==> src/rtl/swara_dec_pkg.sv <==
// Shared constants for the swara decoder: note thresholds, silence code,
// envelope codes, FSM states and small arithmetic helpers.
package swara_dec_pkg;

    localparam int         N_TH       = 20;
    localparam int         SILENT_MIN = 48;
    localparam logic [4:0] SWARA_DC   = 5'd31;
    localparam logic [9:0] ZC_MAX     = 10'd1023;

    typedef enum logic [1:0] {
        WIN_NONE = 2'd0,
        WIN_ASC  = 2'd1,
        WIN_FALL = 2'd2,
        WIN_BOTH = 2'd3
    } win_e;

    typedef enum logic [1:0] {
        ST_ACCUM  = 2'd0,
        ST_SEARCH = 2'd1,
        ST_OUT    = 2'd2
    } state_e;

    // TH[k] = round(96 * 2^((k-0.5)/7)); the ratio 1.104089514 is 2^(1/7).
    function automatic logic [9:0] th(input logic [4:0] k);
        case (k)
            5'd1:    return 10'd101;
            5'd2:    return 10'd111;
            5'd3:    return 10'd123;
            5'd4:    return 10'd136;
            5'd5:    return 10'd150;
            5'd6:    return 10'd165;
            5'd7:    return 10'd183;
            5'd8:    return 10'd202;
            5'd9:    return 10'd223;
            5'd10:   return 10'd246;
            5'd11:   return 10'd272;
            5'd12:   return 10'd300;
            5'd13:   return 10'd331;
            5'd14:   return 10'd365;
            5'd15:   return 10'd403;
            5'd16:   return 10'd445;
            5'd17:   return 10'd492;
            5'd18:   return 10'd543;
            5'd19:   return 10'd600;
            5'd20:   return 10'd662;
            default: return 10'd1023;
        endcase
    endfunction

    // Magnitude with -32768 clamped so it fits 15 bits.
    function automatic logic [14:0] abs_sat(input logic signed [15:0] s);
        if (s == 16'sh8000) return 15'h7fff;
        return s[15] ? 15'(-s) : 15'(s);
    endfunction

endpackage

==> src/rtl/swara_zc_counter.sv <==
// Hysteretic zero-crossing counter: counts rising crossings of +/-HYST.
// Ports: clk, rst_n, clear, sample_en, sample[15:0] in; count[9:0] out.
module swara_zc_counter
    import swara_dec_pkg::*;
#(
    parameter int HYST = 256
) (
    input  logic               clk,
    input  logic               rst_n,
    input  logic               clear,
    input  logic               sample_en,
    input  logic signed [15:0] sample,
    output logic        [9:0]  count
);

    localparam logic signed [15:0] HI = 16'(HYST);
    localparam logic signed [15:0] LO = -HI;

    logic flag;

    always_ff @(posedge clk or negedge rst_n) begin
        if (!rst_n) begin
            flag  <= 1'b0;
            count <= '0;
        end else if (clear) begin
            flag  <= 1'b0;
            count <= '0;
        end else if (sample_en) begin
            if (sample > HI) begin
                flag <= 1'b1;
                if (!flag && count != ZC_MAX)
                    count <= count + 10'd1;
            end else if (sample < LO) begin
                flag <= 1'b0;
            end
        end
    end

endmodule

==> src/rtl/swara_decoder.sv <==
// Swara decoder: counts zero crossings over one note slot, maps the count to
// a note index through a threshold table and classifies the slot envelope.
// Ports: clk, rst_n, in_sample/in_valid/in_ready (sample stream),
//        out_swara/out_win/out_valid/out_ready (result handshake).
module swara_decoder
    import swara_dec_pkg::*;
#(
    parameter int FS     = 44100,
    parameter int N_SAMP = 13230,
    parameter int WN     = 120,
    parameter int HYST   = 256
) (
    input  logic               clk,
    input  logic               rst_n,
    input  logic signed [15:0] in_sample,
    input  logic               in_valid,
    output logic               in_ready,
    output logic        [4:0]  out_swara,
    output logic        [1:0]  out_win,
    output logic               out_valid,
    input  logic               out_ready
);

    if (N_SAMP < 2 * WN + 1 || N_SAMP > 16384 || N_SAMP > FS) begin : g_bad_cfg
        $error("swara_decoder: slot must fit 14 bits, one second and both windows");
    end

    localparam logic [13:0] LAST     = 14'(N_SAMP - 1);
    localparam logic [13:0] HEAD_END = 14'(WN);
    localparam logic [13:0] TAIL_BEG = 14'(N_SAMP - WN);

    state_e      state;
    logic [13:0] slot_cnt;
    logic [14:0] head_pk;
    logic [14:0] mid_pk;
    logic [14:0] tail_pk;
    logic [14:0] mag;
    logic [4:0]  k;
    logic [4:0]  hits;
    logic [9:0]  zc_count;
    logic        accept;
    logic        done;
    logic        head_low;
    logic        tail_low;

    assign accept   = in_valid && in_ready;
    assign done     = (state == ST_OUT) && out_valid && out_ready;
    assign mag      = abs_sat(in_sample);
    assign head_low = {head_pk, 1'b0} < {1'b0, mid_pk};
    assign tail_low = {tail_pk, 1'b0} < {1'b0, mid_pk};

    swara_zc_counter #(
        .HYST(HYST)
    ) u_zc (
        .clk      (clk),
        .rst_n    (rst_n),
        .clear    (done),
        .sample_en(accept),
        .sample   (in_sample),
        .count    (zc_count)
    );

    always_ff @(posedge clk or negedge rst_n) begin
        if (!rst_n) begin
            state     <= ST_ACCUM;
            slot_cnt  <= '0;
            head_pk   <= '0;
            mid_pk    <= '0;
            tail_pk   <= '0;
            k         <= '0;
            hits      <= '0;
            in_ready  <= 1'b0;
            out_valid <= 1'b0;
            out_swara <= '0;
            out_win   <= '0;
        end else begin
            unique case (state)
                ST_ACCUM: begin
                    in_ready <= 1'b1;
                    if (accept) begin
                        if (slot_cnt < HEAD_END) begin
                            if (mag > head_pk) head_pk <= mag;
                        end else if (slot_cnt >= TAIL_BEG) begin
                            if (mag > tail_pk) tail_pk <= mag;
                        end else begin
                            if (mag > mid_pk) mid_pk <= mag;
                        end
                        if (slot_cnt == LAST) begin
                            slot_cnt <= '0;
                            state    <= ST_SEARCH;
                            in_ready <= 1'b0;
                            k        <= 5'd1;
                            hits     <= '0;
                        end else begin
                            slot_cnt <= slot_cnt + 14'd1;
                        end
                    end
                end
                ST_SEARCH: begin
                    if (zc_count >= th(k)) hits <= hits + 5'd1;
                    if (k == 5'(N_TH)) state <= ST_OUT;
                    else               k     <= k + 5'd1;
                end
                ST_OUT: begin
                    // First OUT cycle latches the result; hits is final here.
                    if (!out_valid) begin
                        out_valid <= 1'b1;
                        out_swara <= (zc_count < 10'(SILENT_MIN)) ? SWARA_DC : hits;
                        out_win   <= {tail_low, head_low};
                    end else if (out_ready) begin
                        out_valid <= 1'b0;
                        state     <= ST_ACCUM;
                        in_ready  <= 1'b1;
                        head_pk   <= '0;
                        mid_pk    <= '0;
                        tail_pk   <= '0;
                        k         <= '0;
                        hits      <= '0;
                    end
                end
                default: begin
                    state    <= ST_ACCUM;
                    in_ready <= 1'b0;
                end
            endcase
        end
    end

endmodule

==> config.mk <==
export PLATFORM = sky130hd
export DESIGN_NAME = swara_decoder
export DESIGN_NICKNAME = d
export VERILOG_FILES = /design/src/rtl/swara_dec_pkg.sv /design/src/rtl/swara_zc_counter.sv /design/src/rtl/swara_decoder.sv
export SDC_FILE = /design/constraint.sdc
export NUM_CORES = 1
export LEC_CHECK = 0
export BUFFER_PORTS_ARGS = -buffer_cell sky130_fd_sc_hd__buf_2
export CORE_ASPECT_RATIO = 0.7
export CORE_MARGIN = 1.5
export CORE_UTILIZATION = 45
export CTS_CLUSTER_DIAMETER = 80
export DETAILED_ROUTE_END_ITERATION = 10
export SYNTH_ARGS = -nofsm -noshare
export SYNTH_HDL_FRONTEND = slang
export SYNTH_SLANG_ARGS = --single-unit
==> constraint.sdc <==
create_clock -name clk -period 3.9 [get_ports clk]
set_input_delay 0.78 -clock clk [delete_from_list [all_inputs] [get_ports clk]]
set_output_delay 0.78 -clock clk [all_outputs]
set_load 0.005 [all_outputs]
# After elaboration in Yosys (flattened, before gate mapping)

Memories as Yosys holds them, arrays and structs flattened.
Index checks and enable logic that the tools add are counted.

Flip-flop bits (word level): 91
Bits in read-only memories: 320
Word-level logic and storage cells: 129
Memories: 1

$add $sub $neg: 5
Magnitude comparators: 11
Equal/unequal tests: 20
Multiplexer cells: 54
Bitwise gates (word level): 2
Reduce and logical (&&, ||, !) cells: 23

Memories:

| memory           | words | width | rd ports | clocked after memory_dff | write ports | line                | RTL |
|---|---|---|---|---|---|---|---|
| (name not given) | 32    | 10    | 1        | 0                        | 0           | swara_dec_pkg.sv:25 | `case (k)` |

Operators by type and width:

| operator                                                        | count |
|---|---|
| two-way mux 15 bit                                              | 16 |
| one-hot mux 15 bit (2 select lines)                             | 3 |
| two-way mux 10 bit                                              | 5 |
| greater-than comparator 15 bit                                  | 3 |
| two-way mux 5 bit                                               | 9 |
| less-than comparator 16 x 15 -> 1 bit                           | 2 |
| one-hot mux 5 bit (3 select lines)                              | 2 |
| != test 2 bit, second input constant                            | 14 |
| AND reduction 6 bit                                             | 3 |
| equality test 16 bit, second input constant                     | 1 |
| greater-than comparator 16 x 10 -> 1 bit, second input constant | 1 |
| less-than comparator 16 x 9 -> 1 bit, second input constant     | 1 |
| negator 15 bit                                                  | 1 |
| adder 14 x 1 -> 14 bit, second input constant                   | 1 |
| equality test 14 bit, second input constant                     | 1 |
| greater-or-equal comparator 14 bit, second input constant       | 1 |
| less-than comparator 14 x 7 -> 1 bit, second input constant     | 1 |
| two-way mux 14 bit                                              | 1 |
| AND reduction 7 bit                                             | 2 |
| two-way mux 1 bit                                               | 11 |
| adder 10 x 1 -> 10 bit, second input constant                   | 1 |
| adder 5 x 1 -> 5 bit, second input constant                     | 2 |
| greater-or-equal comparator 10 bit                              | 1 |
| less-than comparator 10 x 6 -> 1 bit, second input constant     | 1 |
| 16 further kinds                                                | 31 |

# Longest topological paths before layout

Gate-level depths: netlist (run 1).

Word-level depth: 9
Depth in mapped cells: 17

# Hierarchy

A second synthesis (run 1) with hierarchy kept.

Cell total of the unflattened synthesis: 802
Area, all modules: 7,056.8 um^2

By module, submodules not included:

| module           | instances | cells an instance | area each (um^2) | seq. area each (um^2) |
|---|---|---|---|---|
| swara_decoder    | 1         | 732               | 6,409.9          | 2,001.9 |
| swara_zc_counter | 1         | 70                | 646.9            | 275.3 |

# Least setup slack after synthesis (run 1)

OpenSTA, ideal clock, no wires.

Path type: input -> register
From: input port in_sample[0]
To: register head_pk[12]
Arrival: 3,945 ps
Required time: 3,778 ps
Slack: -167 ps
Stages: 15
Buffers on the path: 2
Cells stage by stage: inv_1 -> ha_1 -> or3b_1 -> buf_2 -> or3_4 -> o31a_1 -> o21a_1 -> ha_1 -> nand4_1 -> or4_1 -> a21o_1 -> o311ai_2 -> clkbuf_2 -> nand3b_1 -> o21ai_1

Longest elaborated chain between the ends: 7
Elaborated cells on any way between the ends: 12

Ends and longest elaborated chain:

| what                                                                   | line                                     | RTL |
|---|---|---|
| start: declaration                                                     | swara_decoder.sv:15                      | `input logic signed [15:0] in_sample,` |
| negator 15 bit or equality test 16 bit (tied branches)                 | swara_dec_pkg.sv:53, swara_dec_pkg.sv:52 |  |
| two-way mux 15 bit or two-way mux 1 bit (tied branches)                | swara_dec_pkg.sv:53, swara_dec_pkg.sv:52 |  |
| two-way mux 15 bit (*)                                                 | swara_dec_pkg.sv:53                      | `return s[15] ? 15'(-s) : 15'(s);` |
| branches (longest 4 deep; another with greater-than comparator 15 bit) | n/a                                      |  |
| end signal: assignment                                                 | swara_decoder.sv:82                      | `if (mag > head_pk) head_pk <= mag;` |
| end: declaration                                                       | swara_decoder.sv:34                      | `logic [14:0] head_pk;` |

Every way passes the cells marked *. The select of a mux whose other input is x is not followed.
A chain may end at the register's enable or synchronous reset.

# Final worst setup path (run 1)

From: input port in_sample[7]
To: register head_pk[12]

Same word-level chain as after synthesis.

==> run summary, run 1 <==
YS warnings = 0
Crit Reg-Reg Endpoint = hits[4]
area of the core = 14770 sq um
RSZ-0062 raised after global routing = yes
total gr overflow = 0
PwrDens = 470.9 nW/um^2
worst slew pin tran = 0.8209 ns
Final Setup Violations = 0
layout cell share with drive strength beyond 1 = 18.42%
post-route cell area = 8134 sq um
Starting Density = 46.36%
VDD IR max = 0.2972 mV
Async SR Flop Fraction = 100.0%
initial antenna violation count = 0
most frequent cells in the layout = 94 x ha_1, 91 x dfrtp_1, 56 x nand2_1, 56 x buf_4
die height = 106.2 um
# Max-Cap Violations = 0
floorplan row count = 37
final hold violations = 0
pin count of the biggest net entering global routing = 46
post-route minimum period = 3.887 ns
Mapped Cells = 748
FMAX = 257.3 MHz
slew margin rel. = 45.28%
Slew Limit Fails = 0
DR iter-0 viols = 423
Arr. time, crit path = 4.14 ns
routed via count = 6041
CP Class = in2reg
EDFF count, synth = 0
number of distinct library cells after synthesis = 70
die area = 15980 sq um
Via-to-Cell Ratio = 5.859
post-synth net total = 866
CTS tree = yes
port bufs = 28
Nets = 949
clock sink total = 91
DRC viols = 0
Critical Path Source Type = input pin
vias in the first global route = 5841
Boundary Pins = 29
FF+latch count, synth = 91
clk root buf = clkbuf_16
Cell Area, Placed = 7661 sq um
DP HPWL = 14220 um
Synth area leaders = dfrtp_1 33%, ha_1 18%, a22o_1 4.0%
area grow syn2layout = 18.80%
r2r startpoint = k[1]
Synth top area share = 33.26%
leading area contributor after synthesis = dfrtp_1
final RePlAce weighted congestion = 0.8444
worst hold path type = in2async
P_leak = 0.003685 uW
Clock Pin Slew Worst Setup and Hold Paths = 0.07 ns
wire per inst = 18.47 um
commonest non-fill, non-tap cell in the layout = ha_1
first-pass GRT wire length = 30080 um
worst r2r path cells = 14
sequential-to-total area share from yosys stat = 33.26%
CP endpoint kind = register
Worst Skew = 0.01038 ns
total CTS buffers = 9
die span in x = 150.4 um
Final WS setup = 0.01338 ns
Setup WS pre-CTS = -0.4471 ns
Cell Area, Synth = 6847 sq um
htree depth = 3
Hold Buf Count CTS = 0
syn avg cell area = 9.153 sq um
detailed-route wire length = 19040 um
Clock Path Buffers = 2
setup TNS = 0 ns
Worst R2R Setup Slack = 0.52 ns
top_reg_cell synth = dfrtp_1
period utilization = 99.66%
final core area utilization = 55.08%
Pre-antenna DRT Iters = 5
outcome = finished, final reports clean
post-route ant nets = 0
Crit Path Max Fanout = 8
worst path required time = 4.15 ns
Antenna Cells = 0
GR Util All Layers = 24.27%
clk_lat worst skew = 0.36 ns
-- stage by stage --
step	total power (uW)	hold WS, ns	instances
finish	3830	0.4287	1031
global route	4118	0.4707	1031
CTS	3732	0.4427	1026
detailed placement	2851	0.4721	1010
global placement	2770	0.4632	1010
floorplan	2327	0.4437	748
-- power breakdown --
| group | switching [uW] | internal, uW | total (uW) |
|---|---|---|---|
| registers | 189 | 1130 | 1320 |
| clock network | 430 | 443 | 873 |
| logic | 933 | 709 | 1640 |
| total | 1550 | 2280 | 3830 |
-- kinds of logic (layout without fill, tap and decap cells) --
family          count (synthesis)  after routing  synth area share [%]
buf+inv                        82            170                 4.861
simple gates                  239            239                 18.44
compound gates                205            205                 21.05
flops                          91             91                 33.26
xor+xnor                       25             25                 3.198
mux                             8              8                 1.279
fa+ha+maj                      98             98                 17.91
-- worst max path at each step --
| stage | from | to | slack, ns | cells past startpoint |
|---|---|---|---|---|
| 2_1_floorplan | in_sample[0] | head_pk[12] | -0.04 | 16 |
| 4_1_cts | in_sample[0] | head_pk[8] | -0.02 | 17 |
| 3_3_place_gp | in_sample[0] | head_pk[13] | -0.38 | 16 |
| 5_1_grt | in_sample[7] | head_pk[12] | -0.09 | 13 |
| 6_report | in_sample[7] | head_pk[12] | 0.01 | 15 |
| 3_5_place_dp | in_sample[0] | mid_pk[11] | -0.45 | 15 |
-- area by class of cell --
type,count,area (sq um)
clock buffers,9,225.2
clock inverters,7,60.06
fillers,1334,6634
inverters,60,245.2
multi-input cells,575,4364
flip-flops and latches,91,2277
well taps,195,244.0
repair buffers,93,710.7
repair inverters,1,7.507
-- routing by layer --
layer | track usage [%] | vias up | wire length (um) | part of all wire [%]
li1 | - | 2915 | - | -
met1 | 35.67 | 2943 | 9518 | 50
met2 | 35.85 | 164 | 8312 | 44
met3 | 5.107 | 19 | 1013 | 5.3
met4 | 6.373 | 0 | 198 | 1.0
met5 | 0 | - | 0 | 0
-- state kept, by name, summed over array words and instances (netlist names) --
name / count
head_pk: 15
hits: 5
in_ready: 1
k: 5
mid_pk: 15
out_swara: 5
out_valid: 1
out_win: 2
slot_cnt: 14
state: 2
tail_pk: 15
u_zc.count: 10
u_zc.flag: 1
-- Yosys cell counts (all sizes together) (2+ instances only) --
master and number:
a2111oi 3, a211o 2, a211oi 10, a21boi 3, a21o 10, a21oi 35
a221oi 2, a22o 31, a31o 3, a31oi 7, and2 9, and3 8
and4 3, buf 6, clkbuf 16, dfrtp 91, ha 98, inv 60
mux2i 8, nand2 57, nand2b 9, nand3 28, nand3b 12, nand4 22
nand4bb 2, nor2 55, nor2b 3, nor3 7, nor4 6, o211ai 4
o21a 7, o21ai 55, o22a 6, o22ai 2, o311ai 2, o31a 4
o31ai 12, or2 2, or3 7, or4 7, xnor2 7, xor2 18
-- critical path, cell delays in order --
cell,delay (ns)
buf_6,0.10
or4_4,0.56
or3_4,0.42
o31a_1,0.30
o22ai_2,0.20
inv_2,0.09
buf_6,0.12
ha_4,0.25
nand4_1,0.08
or4_1,0.47
a21o_1,0.19
o311ai_4,0.15
buf_6,0.20
nand3b_1,0.15
o21ai_2,0.07
-- repair_timing --
item | CTS | global route
setup buffers | 0 | 3
cloned | 0 | 3
pin swaps | 2 | 15
gates resized for setup | 2 | 40
setup endpoints to repair | 43 | 45
Power figures use the tool's default switching activity.
==> run 2: changes to the inputs <==
--- a/config.mk
+++ b/config.mk
@@ -11,6 +11,7 @@
 export CORE_UTILIZATION = 45
 export CTS_CLUSTER_DIAMETER = 80
 export DETAILED_ROUTE_END_ITERATION = 10
+export GPL_TIMING_DRIVEN = 0
 export SYNTH_ARGS = -nofsm -noshare
 export SYNTH_HDL_FRONTEND = slang
 export SYNTH_SLANG_ARGS = --single-unit
==> run 2 against run 1 <==
Against the previous run: the flow now finishes with violations (negative setup slack); non-clock buffer count is 10 lower; routed wire length is 0.98% higher; clock skew grew 0.0049 ns; clock-buffer cell count rose by 1; highest routed layer unchanged.
==> run summary, run 2 (synthesized netlist as in run 1, its figures left out) <==
Nets = 938 (-1.2%)
pin count of the biggest net entering global routing = 55 (+20%)
post-route cell area = 8187 sq um (+0.65%)
worst hold path type = in2async
detailed-route wire length = 19230 um (+0.98%)
Crit. Startpoint = in_sample[1]
Final WS setup = -0.05493 ns (-0.06831 ns)
routed via count = 6072 (+0.51%)
total gr overflow = 0 (unchanged)
CP Class = in2reg
final hold violations = 0 (unchanged)
wire per inst = 18.85 um (+2.1%)
GR Util met1 = 38.51% (+2.8 points)
slew margin rel. = 53.06% (+7.8 points)
share of power burned in the clock network = 22.5% (-0.3 points)
area grow syn2layout = 19.57%
floorplan row count = 37 (unchanged)
internal cell power = 2297 uW (+0.83%)
Crit Path Max Fanout = 5 (-3)
first-pass GRT wire length = 30460 um (+1.3%)
Pre-antenna DRT Iters = 8 (+3)
RSZ-0062 raised after global routing = yes
post-route ant nets = 0 (unchanged)
CP max stage cell = or4_4
Sw Ratio = 40.42% (-0.097 points)
CTS tree = yes
Slew Limit Fails = 0 (unchanged)
cell depth of the worst setup path = 14 (-1)
# Max-Cap Violations = 0 (unchanged)
Hold Buf Count CTS = 0 (unchanged)
DP HPWL = 14260 um (+0.28%)
global route hottest layer = met1
Layout Cells excl Fill = 1020 (-1.1%)
DR iter-0 viols = 526 (+24%)
WP buf/inv = 3 (-1)
Boundary Pins = 29 (unchanged)
Final Setup Violations = 10 (+10)
Critical Path Source Type = input pin
clock sink total = 91 (unchanged)
net switching power figure = 1559 uW (+0.43%)
CP endpoint kind = register
Via-to-Cell Ratio = 5.953 (+1.6%)
post-route minimum period = 3.955 ns (+0.06831 ns)
combinational share of power = 43.3% (+0.4 points)
worst r2r path cells = 15 (+1)
FMAX = 252.8 MHz (-1.7%)
worst slew pin tran = 0.7041 ns (-0.1168 ns)
VDD IR max = 0.2207 mV (-26%)
failing checks = negative setup slack
port bufs = 28 (unchanged)
die span in x = 150.4 um (unchanged)
CP top delay family = simple AND/OR/NAND/NOR gates
DRC viols = 0 (unchanged)
period utilization = 101.4% (+1.8 points)
largest registers = head_pk x15, mid_pk x15, tail_pk x15
Clock Pin Slew Worst Setup and Hold Paths = 0.07 ns (about the same)
met3 GRT Util = 4.464% (-0.64 points)
grt met2 use = 34.53% (-1.3 points)
Pwr Total = 3856 uW (+0.67%)
max incr delay on CP = 0.56 ns (about the same)
Clock Path Buffers = 2 (unchanged)
htree depth = 3 (unchanged)
final RePlAce weighted congestion = 0.8732 (+3.4%)
Antenna Cells = 0 (unchanged)
initial antenna violation count = 0 (unchanged)
Layout fillers = 1299 (-2.6%)
worst path required time = 4.19 ns (+0.04 ns)
GR Util All Layers = 24.85% (+0.59 points)
Starting Density = 46.36% (unchanged)
CP cell instances = buf_8, or4_4, or3_4, o31ai_4, mux2i_4, ha_1, nand4_1, or4_4, a21o_1, o311ai_4, buf_6, buf_4, and2_2, a31o_1
Worst R2R Setup Slack = 0.36 ns (-0.16 ns)
Crit Reg-Reg Endpoint = hits[3]
outcome = finished with violations
Critical Path Sink = head_pk[11]
layout cell share with drive strength beyond 1 = 17.58% (-0.85 points)
placed insts = 972 (-3.8%)
clk_lat worst skew = 0.36 ns (about the same)
die height = 106.2 um (unchanged)
PwrDens = 471.0 nW/um^2 (about the same)
Worst Skew = 0.01525 ns (+0.004869 ns)
most used cell, CP = or4_4
r2r startpoint = k[1]
vias in the first global route = 5742 (-1.7%)
Arr. time, crit path = 4.25 ns (+0.11 ns)
area of the core = 14770 sq um (unchanged)
most frequent cells in the layout = 91 x ha_1, 91 x dfrtp_1, 55 x inv_1, 55 x nor2_1, 52 x nand2_1
Seq pwr share = 34.2% (-0.2 points)
P_leak = 0.003641 uW (-1.2%)
total CTS buffers = 9 (unchanged)
die area = 15980 sq um (unchanged)
Cell Area, Placed = 7331 sq um (-4.3%)
clk root buf = clkbuf_16
## run 2: changes by cell type in the layout (fill, tap and decap cells not counted), moves of 3 or more
cell,change
clkbuf_1,+11
clkbuf_8,+5
ha_1,-3
nand2_2,+3
nand2_1,-4
buf_6,+3
buf_4,-31
ha_4,+3
## run 2: power groups by stage
| stage | Sequential (uW) | Combinational [uW] | Clock [uW] |
|---|---|---|---|
| 5_1_grt | 1350 | 1870 | 922 |
| 6_report | 1320 | 1670 | 867 |
| 4_1_cts | 1310 | 1570 | 892 |
| 3_5_place_dp | 1330 | 1470 | 0 |
| 2_1_floorplan | 1280 | 1050 | 0 |
| 3_3_place_gp | 1320 | 1400 | 0 |
## run 2: how the worst min path moves through the flow
stage | slack (ns) | start | end
floorplan | 0.44 | hits[4] | hits[4]
global placement | 0.47 | out_win[0] | out_win[0]
detailed placement | 0.48 | hits[4] | hits[4]
CTS | 0.41 | rst_n | mid_pk[11]
global route | 0.43 | rst_n | mid_pk[10]
finish | 0.38 | rst_n | mid_pk[11]
## run 2: layer usage
metal	up-vias	share of wire (%)
met5	-	0
met4	0	1.8
met3	31	5.3
met2	173	41
met1	2970	52
li1	2898	-
## run 2: cell type report
type / count / area [sq um] / area share [%]
inverters: 60 / 245.2 / 2.996
plain buffers: 19 / 142.6 / 1.742
flip-flops and latches: 91 / 2277 / 27.82
clock buffers: 10 / 239.0 / 2.919
clock inverters: 6 / 46.29 / 0.5655
well taps: 195 / 244.0 / 2.980
repair buffers: 64 / 523.0 / 6.389
multi-input cells: 575 / 4469 / 54.59
## run 2: stage by stage
step	TNS (ns)	hold slack [ns]	setup WS [ns]	util [%]
after floorplan	-0.2516	0.4437	-0.04193	-
after global placement	-32.06	0.4695	-0.8703	49.44
after detailed placement	-33.39	0.4779	-0.8945	49.64
after CTS	-0.2159	0.4073	-0.03597	53.64
after global routing	-2.062	0.4304	-0.08685	55.44
final	-0.2650	0.3842	-0.05493	55.44
## run 2: what timing repair did
item | in CTS | in global routing
gates resized for setup | 38 | 38
endpoints found under the hold margin | 0 | 0
setup buffers | 20 | 12
setup endpoints to repair | 45 | 45
cloned | 2 | 1
pin swaps | 16 | 27
==> run 3: changes to the inputs <==
--- a/config.mk
+++ b/config.mk
@@ -11,6 +11,7 @@
 export CORE_UTILIZATION = 45
 export CTS_CLUSTER_DIAMETER = 80
 export DETAILED_ROUTE_END_ITERATION = 10
+export GPL_ROUTABILITY_DRIVEN = 1
 export GPL_TIMING_DRIVEN = 0
 export SYNTH_ARGS = -nofsm -noshare
 export SYNTH_HDL_FRONTEND = slang
==> constraint.sdc (replaced) <==
create_clock -name clk -period 3.9 [get_ports clk]
set_input_delay 0.195 -clock clk [delete_from_list [all_inputs] [get_ports clk]]
set_output_delay 0.195 -clock clk [all_outputs]
set_load 0.005 [all_outputs]
==> run 3 against run 2 <==
Against the previous run: the flow now finishes without violations; clock power is 4.0% higher; clock skew decreased by 0.0048 ns; combinational power down 9%; worst setup slack better by 0.19 ns; cell area is 6.4% lower; non-clock buffer count fell by 28; core utilization shrank 3.6 points; routed wire length fell by 5.5%; total power is 3.1% lower; first-iteration DRC count shrank 10%; critical path type unchanged; critical endpoint is now head_pk[1]; largest cell class unchanged; largest power group unchanged.
==> run summary, run 3 (synthesized netlist as in run 1, its figures left out) <==
pin count of the biggest net entering global routing = 51 (-7.3%)
RSZ-0062 raised after global routing = yes
internal cell power = 2247 uW (-2.2%)
area grow syn2layout = 11.92%
Boundary Pins = 29 (unchanged)
most frequent cells in the layout = 98 x ha_1, 91 x dfrtp_1, 57 x inv_1, 57 x nand2_1, 55 x nor2_1
Worst Skew = 0.01050 ns (-0.004757 ns)
PwrDens = 487.8 nW/um^2 (+3.6%)
Crit Path Max Fanout = 10 (+5)
DR iter-0 viols = 473 (-10%)
r2r startpoint = k[1]
largest registers = head_pk x15, mid_pk x15, tail_pk x15
total CTS buffers = 9 (unchanged)
net switching power figure = 1491 uW (-4.4%)
initial antenna violation count = 0 (unchanged)
met2 wire length = 7259 um (-7.7%)
wire per inst = 18.32 um (-2.8%)
Pre-antenna DRT Iters = 5 (-3)
worst path required time = 4.16 ns (-0.03 ns)
FMAX = 266.0 MHz (+5.2%)
Seq pwr share = 35.2% (+1.0 points)
die area = 15980 sq um (unchanged)
slew margin rel. = 54.03% (+0.97 points)
Crit Reg-Reg Endpoint = hits[4]
worst slew pin tran = 0.6895 ns (-0.01457 ns)
hold path depth = 3
most used cell, CP = buf_2
wl on met1 = 9573 um (-4.4%)
clock sink total = 91 (unchanged)
final hold violations = 0 (unchanged)
setup TNS = 0 ns (+0.2650 ns)
outcome = finished, final reports clean
Layout fillers = 1366 (+5.2%)
post-route minimum period = 3.760 ns (-0.1948 ns)
Via-to-Cell Ratio = 5.907 (-0.77%)
CP max stage cell = or4_1
Seq. cell area = 2277 sq um (unchanged)
CTS tree = yes
VDD IR max = 0.2442 mV (+11%)
highest metal used = met4
Slew Limit Fails = 0 (unchanged)
area of the core = 14770 sq um (unchanged)
Critical Path Source Type = input pin
CP cell instances = buf_2, inv_1, ha_1, or3b_1, buf_2, or3_4, o31a_1, o21a_2, ha_1, nand4_1, or4_1, a21o_1, o311ai_4, buf_4, inv_2, buf_2, o21ai_0
Cell Area, Placed = 7261 sq um (-0.96%)
CP endpoint kind = register
# Max-Cap Violations = 0 (unchanged)
post-route ant nets = 0 (unchanged)
first-pass GRT wire length = 29390 um (-3.5%)
combinational share of power = 40.7% (-2.6 points)
Clock Pin Slew Worst Setup and Hold Paths = 0.07 ns (about the same)
final RePlAce weighted congestion = 0.8658 (-0.85%)
Antenna Cells = 0 (unchanged)
layout cell share with drive strength beyond 1 = 11.17% (-6.4 points)
total gr overflow = 0 (unchanged)
Pwr Total = 3737 uW (-3.1%)
port bufs = 28 (unchanged)
Nets = 910 (-3.0%)
die height = 106.2 um (unchanged)
clk_lat worst skew = 0.36 ns (about the same)
CP Class = in2reg
final core area utilization = 51.89% (-3.6 points)
HP Start = out_ready
Starting Density = 46.36% (unchanged)
vias in the first global route = 5506 (-4.1%)
DRC viols = 0 (unchanged)
share of power burned in the clock network = 24.1% (+1.6 points)
floorplan row count = 37 (unchanged)
DP HPWL = 14030 um (-1.6%)
clk root buf = clkbuf_16
commonest non-fill, non-tap cell in the layout = ha_1
Arr. time, crit path = 4.02 ns (-0.23 ns)
Clock Path Buffers = 2 (unchanged)
worst hold path type = in2reg
die span in x = 150.4 um (unchanged)
worst r2r path cells = 15 (unchanged)
detailed-route wire length = 18170 um (-5.5%)
met3 WL = 1145 um (+13%)
period utilization = 96.41% (-5.0 points)
Final Setup Violations = 0 (-10)
P_leak = 0.003448 uW (-5.3%)
routed via count = 5860 (-3.5%)
area occupied by multi-input gates = 4292 sq um (-4.0%)
GR Util All Layers = 23.86% (-1.0 points)
Hold EP = u_zc.count[9]
Sw Ratio = 39.88% (-0.54 points)
max incr delay on CP = 0.57 ns (about the same)
htree depth = 3 (unchanged)
Worst R2R Setup Slack = 0.24 ns (-0.12 ns)
post-route cell area = 7662 sq um (-6.4%)
-- run 3: changes by cell type in the layout (fill, tap and decap cells not counted), moves of 3 or more --
| cell | delta |
|---|---|
| o21ai_0 | +3 |
| ha_4 | -7 |
| buf_2 | +6 |
| buf_4 | -18 |
| nand2_2 | -4 |
| clkbuf_8 | -4 |
| nand2_1 | +5 |
| ha_1 | +7 |
| buf_6 | -14 |
-- run 3: layout make-up --
class	instances	area share (%)
Buffer	21	1.502
Clock buffer	9	2.939
Clock inverter	7	0.9634
Inverter	60	2.939
Multi-Input combinational cell	575	56.01
Sequential cell	91	29.72
Tap cell	195	3.184
Timing Repair Buffer	34	2.743
-- run 3: critical path: cells and delay by family --
| family | cells | cell delay, ns |
|---|---|---|
| buf+inv | 6 | 0.82 |
| fa+ha+maj | 2 | 0.47 |
| compound gates | 5 | 1.00 |
| simple gates | 4 | 1.53 |
-- run 3: timing repair --
item,in CTS,in global routing
hold buffers,1,0
resized for setup,4,14
hold endpoints to repair,41,0
pin swaps,0,4
setup buffers,0,4
endpoints found under the setup margin,31,35
-- run 3: metal layers --
| metal | vias up | track usage [%] |
|---|---|---|
| li1 | 2835 | - |
| met1 | 2862 | 37.51 |
| met2 | 146 | 32.57 |
| met3 | 17 | 5.236 |
| met4 | 0 | 5.322 |
| met5 | - | 0 |
-- run 3: stage by stage --
step	hold slack [ns]	instances	setup slack, ns
floorplan	-0.1006	748	0.4183
global placement	0.4702	971	-0.3539
detailed placement	0.2282	972	-0.4626
CTS	0.2082	989	0.02870
global route	0.2220	992	-0.01658
finish	0.2223	992	0.1399
-- run 3: worst max path at each step --
stage	startpoint	to	slack [ns]	cells after the start
after floorplan	in_sample[0]	head_pk[12]	0.42	15
after global placement	in_sample[0]	tail_pk[4]	-0.35	18
after detailed placement	in_sample[0]	tail_pk[4]	-0.46	18
after CTS	in_sample[0]	tail_pk[4]	0.03	17
after global routing	in_sample[1]	head_pk[2]	-0.02	17
final	in_sample[0]	head_pk[1]	0.14	17
-- run 3: power by group through the flow --
stage	registers [uW]	clock network [uW]	logic (uW)
after floorplan	1280	0	1040
after global placement	1320	0	1380
after detailed placement	1330	0	1450
after CTS	1310	923	1470
after global routing	1340	958	1720
final	1310	902	1520
